**src/rtl/us_delay_timer.sv**
```systemverilog
// us_delay_timer
// Converts the 1us tick from the tick generator into a programmable
// microsecond delay with a start/busy/done handshake. It also watches the
// spacing between ticks while running and aborts with a sticky err_gap flag
// when a tick goes missing.
//
// Handshake: start is sampled only in IDLE, where it is always accepted.
// len_us is captured in that same cycle. busy is high for every cycle spent
// in RUN. done is a single-cycle pulse that is raised only when the delay
// completes normally; an abort, a tick gap or a reset never raise it.
// start and len_us are ignored while busy.
module us_delay_timer #(
    parameter int          LEN_W   = 16,
    parameter logic [15:0] GAP_MAX = 16'd200
) (
    input  logic             clk_sys,
    input  logic             rst,
    input  logic             pluse_us,
    input  logic             start,
    input  logic [LEN_W-1:0] len_us,
    input  logic             abort,
    output logic             busy,
    output logic             done,
    output logic [LEN_W-1:0] elapsed_us,
    output logic             err_gap,
    output logic [1:0]       dbg_state
);

    typedef enum logic [1:0] {
        ST_IDLE = 2'd0,
        ST_RUN  = 2'd1,
        ST_DONE = 2'd2
    } state_t;

    localparam logic [LEN_W-1:0] LEN_ONE  = {{(LEN_W-1){1'b0}}, 1'b1};
    localparam logic [15:0]      GAP_LAST = GAP_MAX - 16'd1;

    state_t             state_q, state_d;
    logic [LEN_W-1:0]   remain_q;
    logic [15:0]        gap_cnt_q;

    // Decoded actions for the datapath, produced by the next-state logic
    logic               accept;    // start taken in IDLE
    logic               count;     // tick counted in RUN
    logic               gap_inc;   // RUN cycle with no tick and no abort
    logic               gap_trip;  // tick gap exceeded, run abandoned

    assign dbg_state = state_q;

    // State register
    always_ff @(posedge clk_sys or posedge rst) begin
        if (rst) begin
            state_q <= ST_IDLE;
        end else begin
            state_q <= state_d;
        end
    end

    // Next-state and datapath-action decode; abort has priority over ticks
    always_comb begin
        state_d  = state_q;
        accept   = 1'b0;
        count    = 1'b0;
        gap_inc  = 1'b0;
        gap_trip = 1'b0;
        case (state_q)
            ST_IDLE: begin
                if (start) begin
                    accept  = 1'b1;
                    state_d = (len_us != '0) ? ST_RUN : ST_DONE;
                end
            end
            ST_RUN: begin
                if (abort) begin
                    state_d = ST_IDLE;
                end else if (pluse_us) begin
                    count = 1'b1;
                    if (remain_q == LEN_ONE) begin
                        state_d = ST_DONE;
                    end
                end else if (gap_cnt_q >= GAP_LAST) begin
                    gap_trip = 1'b1;
                    state_d  = ST_IDLE;
                end else begin
                    gap_inc = 1'b1;
                end
            end
            ST_DONE: begin
                state_d = ST_IDLE;
            end
            default: begin
                state_d = ST_IDLE;
            end
        endcase
    end

    // Registered handshake outputs, decoded from the next state
    always_ff @(posedge clk_sys or posedge rst) begin
        if (rst) begin
            busy <= 1'b0;
            done <= 1'b0;
        end else begin
            busy <= (state_d == ST_RUN);
            done <= (state_d == ST_DONE);
        end
    end

    // Remaining/elapsed tick counters, tick-gap watchdog and sticky error
    always_ff @(posedge clk_sys or posedge rst) begin
        if (rst) begin
            remain_q   <= '0;
            elapsed_us <= '0;
            gap_cnt_q  <= '0;
            err_gap    <= 1'b0;
        end else begin
            if (accept) begin
                remain_q   <= len_us;
                elapsed_us <= '0;
                gap_cnt_q  <= '0;
                err_gap    <= 1'b0;
            end
            if (count) begin
                remain_q  <= remain_q - LEN_ONE;
                gap_cnt_q <= '0;
                if (elapsed_us != '1) begin
                    elapsed_us <= elapsed_us + LEN_ONE;
                end
            end
            if (gap_inc && (gap_cnt_q != 16'hFFFF)) begin
                gap_cnt_q <= gap_cnt_q + 16'd1;
            end
            if (gap_trip) begin
                err_gap <= 1'b1;
            end
        end
    end

endmodule

```
**config.mk**
```make
export PLATFORM = sky130hd
export DESIGN_NAME = us_delay_timer
export DESIGN_NICKNAME = d
export VERILOG_FILES = /design/src/rtl/us_delay_timer.sv
export SDC_FILE = /design/constraint.sdc
export NUM_CORES = 1
export LEC_CHECK = 0
export ABC_CLOCK_PERIOD_IN_PS = 2810
export CELL_PAD_IN_SITES_DETAIL_PLACEMENT = 1
export CELL_PAD_IN_SITES_GLOBAL_PLACEMENT = 1
export CORE_MARGIN = 2
export CORE_UTILIZATION = 25
export CTS_CLUSTER_SIZE = 12
export DETAILED_ROUTE_END_ITERATION = 10
export PLACE_DENSITY_LB_ADDON = 0.1
export SLEW_MARGIN = 20
export SYNTH_ARGS = -nofsm -noshare
export SYNTH_HDL_FRONTEND = slang
export SYNTH_SLANG_ARGS = --single-unit
```
**constraint.sdc**
```tcl
create_clock -name clk_sys -period 2.81 [get_ports clk_sys]
set_input_delay 0.843 -clock clk_sys [delete_from_list [all_inputs] [get_ports clk_sys]]
set_output_delay 0.843 -clock clk_sys [all_outputs]
set_load 0.05 [all_outputs]
```
==> run_results.csv <==
group,metric,value,unit
status,status,"complete, no violations",
global_route,use_met2,23.6,%
min_path,min_path_cells,2,
routing,drt_wl_total,8.54,mm
sta,drv_slew,0,
clock_network,clkSlewWorstSetupHoldPaths,0.07,ns
min_path,hold_end,"err_gap",
routing,firstDrtPassIters,4,
place,dpl.cell_count,480,
global_route,grt_pass1_vias,2641,
synthesis,ys_async_sr_fraction,100,%
global_route,grt_overflow,0,
sta,slew_headroom,37.8,%
min_path,min_from,"err_gap",
worst_setup_path,path_buf_inv,1,
floorplan,die_width,111,um
clock_network,cts_hold_buf,0,
final_layout,num_antenna_cells,0,
routing,wl_per_cell,17.5,um
sta,hold_violations,0,
worst_setup_path,arrival,1.74,ns
worst_setup_path,required,1.97,ns
worst_setup_path,crit_chain,"clkdlybuf4s50_1",
final_layout,drive_gt1_share,10.4,%
sta,worst_pin_slew,0.930,ns
clock_network,cts_tree,"done",
synthesis,yosysSeqAreaShare,46.5,%
final_layout,nFillCells,1314,
floorplan,die-area,12300,sq um
worst_setup_path,reg2reg_setup_slack,0.68,ns
clock_network,clock_sinks,53,
synthesis,avgSynthCellArea,9.77,sq um
synthesis,netlist_area,2850,sq um
global_route,grt_busiest_layer,"met2",
pwr,vdd_drop_max,0.000313,V
global_route,use_met3,2.84,%
run,cap_violations,0,
clock_network,postCtsSetupRepairBufs,0,
worst_setup_path,crit_path_max_fanout,10,
floorplan,pin_count,42,
clock_network,htree_num_levels,2,
place,gp_congestion,0.787,
worst_setup_path,r2r-end,"elapsed_us[14]",
sta,skew,0.00647,ns
final_layout,syn_to_final_growth,29.3,%
global_route,track_usage,14.8,%
synthesis,syn_nets,317,
routing,viasPerCell,5.25,
routing,ant_nets,0,
floorplan,core_area,11300,sq um
worst_setup_path,cp_slowest_cell,"clkdlybuf4s50_1",
sta,finalSetupViolCount,0,
routing,route.detailed.drc,0,
pwr,power_leakage,1.58,nW
final_layout,layout.nets,369,
global_route,antenna_found_initial,0,
global_route,grt_max_degree,40,
worst_setup_path,critPathTopFamily,"buffers and inverters",
routing,num_vias,2560,
worst_setup_path,worst_r2r_startpoint,"elapsed_us[0]",
place,port_buffers,41,
sta,grt_setup_unrepaired,"false",
worst_setup_path,endpoint_kind,"output pin",
worst_setup_path,cp.depth,1,
final_layout,fin_cells,488,
clock_network,cts_resized,0,
floorplan,die_height,111,um
sta,finalCriticalPeriod,2.59,ns
floorplan,num_rows,39,
worst_setup_path,ff2ff_path_depth,5,
worst_setup_path,cp_slowest_stage_delay,0.88,ns
synthesis,synth-edff-count,0,
global_route,grt_pass1_wl,14.6,mm
place,dp_hpwl,6.21,mm
routing,drt_iter0_drc,69,
clock_network,clkLatencyLatePin,0.30,ns
floorplan,initial_utilization,25.3,%
synthesis,syn_inst,292,
global_route,grt_util_met1,20.3,%
sta,fmax,387,MHz
worst_setup_path,path_class,"reg -> out",
sta,fin_crit_sh,92.1,%
worst_setup_path,cp-start-kind,"flip-flop",
synthesis,ys.flop_type,"dfrtp_1",
clock_network,cts_made_buffers,5,
min_path,min_path_type,"reg -> reg",
synthesis,yosysWarnings,0,
pwr,power_density,541,nW/um^2
synthesis,synth_seq_cells,53,
clock_network,root_buffer,"clkbuf_16",
clock_network,cts.path.max_buffers,2,
sta,setup_tns,0,ns
synthesis,synth.distinct_cells,60,
layout make-up:
type / count / area (sq um) / area share [%]
clock inverter: 2 / 38.8 / 1.05
inverter: 6 / 22.5 / 0.610
tap: 143 / 179 / 4.85
multi-input combinational: 220 / 1440 / 39.1
timing repair buffer: 58 / 551 / 14.9
clock buffer: 6 / 129 / 3.49
sequential: 53 / 1330 / 35.9
cells by family (layout without fill, tap and decap cells):
family          Yosys count  after routing  share of synthesized area (%)
flops                    53             53                           46.5
fa+ha+maj                 4              4                           1.75
mux                      12             12                           4.21
compound gates           52             52                           14.9
simple gates            152            152                           29.2
buf+inv                  19             72                           3.46
tightest hold or removal path: stages, from the launching register on:
cell and delay (ns):
dfrtp_1 0.36, nand2_1 0.05, o31ai_1 0.05
placed cells by master, fill, tap and decap left out, types with 3 or more instances in the layout:
cell type / instances
clkbuf_16: 5
nor3_1: 10
ha_1: 4
a21oi_1: 6
nand3_1: 14
and3_1: 15
mux2i_1: 12
a221o_1: 4
dfrtp_1: 53
o211ai_1: 6
or4_1: 4
inv_1: 5
nand2_1: 39
buf_4: 16
o21ai_0: 3
nor4_1: 13
nand4_1: 11
clkdlybuf4s50_1: 41
a211o_1: 5
nor2_1: 22
synthesized netlist by cell type (3+ instances only):
| master | number | area, sq um |
|---|---|---|
| a221o_1 | 4 | 40.0 |
| nand4_1 | 11 | 68.8 |
| nor4_1 | 13 | 81.3 |
| o21ai_0 | 3 | 15.0 |
| mux2i_1 | 12 | 120 |
| clkbuf_1 | 8 | 30.0 |
| nor2_1 | 22 | 82.6 |
| a21oi_1 | 6 | 30.0 |
| ha_1 | 4 | 50.1 |
| inv_1 | 6 | 22.5 |
| and3_1 | 15 | 93.8 |
| or4_1 | 4 | 30.0 |
| nand3_1 | 14 | 70.1 |
| nor3_1 | 10 | 50.1 |
| o211ai_1 | 6 | 45.0 |
| nand2_1 | 39 | 146 |
| a211o_1 | 5 | 43.8 |
| dfrtp_1 | 53 | 1330 |
per-stage QoR:
step / power (mW) / area [sq um] / hold WS [ns] / setup slack, ns / utilization (%)
after floorplan: 1.14 / 2850 / 0.477 / 0.542 / -
after global placement: 1.30 / 3520 / 0.485 / 0.107 / 31.2
after detailed placement: 1.30 / 3520 / 0.492 / 0.0480 / 31.2
after CTS: 2.04 / 3690 / 0.515 / 0.196 / 32.7
after global routing: 2.11 / 3690 / 0.531 / 0.151 / 32.7
final: 2.00 / 3690 / 0.501 / 0.223 / 32.7
report_power, final:
group / switching, mW / total [mW] / internal, mW
registers: 0.0865 / 0.915 / 0.828
logic: 0.208 / 0.366 / 0.159
clock network: 0.293 / 0.716 / 0.423
routing by layer:
| layer | share of wire [%] | up-vias |
|---|---|---|
| met1 | 48 | 1279 |
| li1 | - | 1227 |
| met3 | 2.8 | 10 |
| met2 | 47 | 44 |
| met4 | 1.4 | 0 |
| met5 | 0 | - |
worst max-delay path by stage:
stage             startpoint              to
2_1_floorplan  elapsed_us[0]  elapsed_us[14]
3_3_place_gp           abort    gap_cnt_q[6]
3_5_place_dp           abort    gap_cnt_q[6]
4_1_cts         dbg_state[1]    dbg_state[1]
5_1_grt         dbg_state[1]    dbg_state[1]
6_report        dbg_state[1]    dbg_state[1]
state kept, by name (all words and copies together) (netlist names):
register    count
remain_q       16
err_gap         1
elapsed_us     16
done            1
gap_cnt_q      16
busy            1
dbg_state       2
Power figures use the tool's default switching activity.
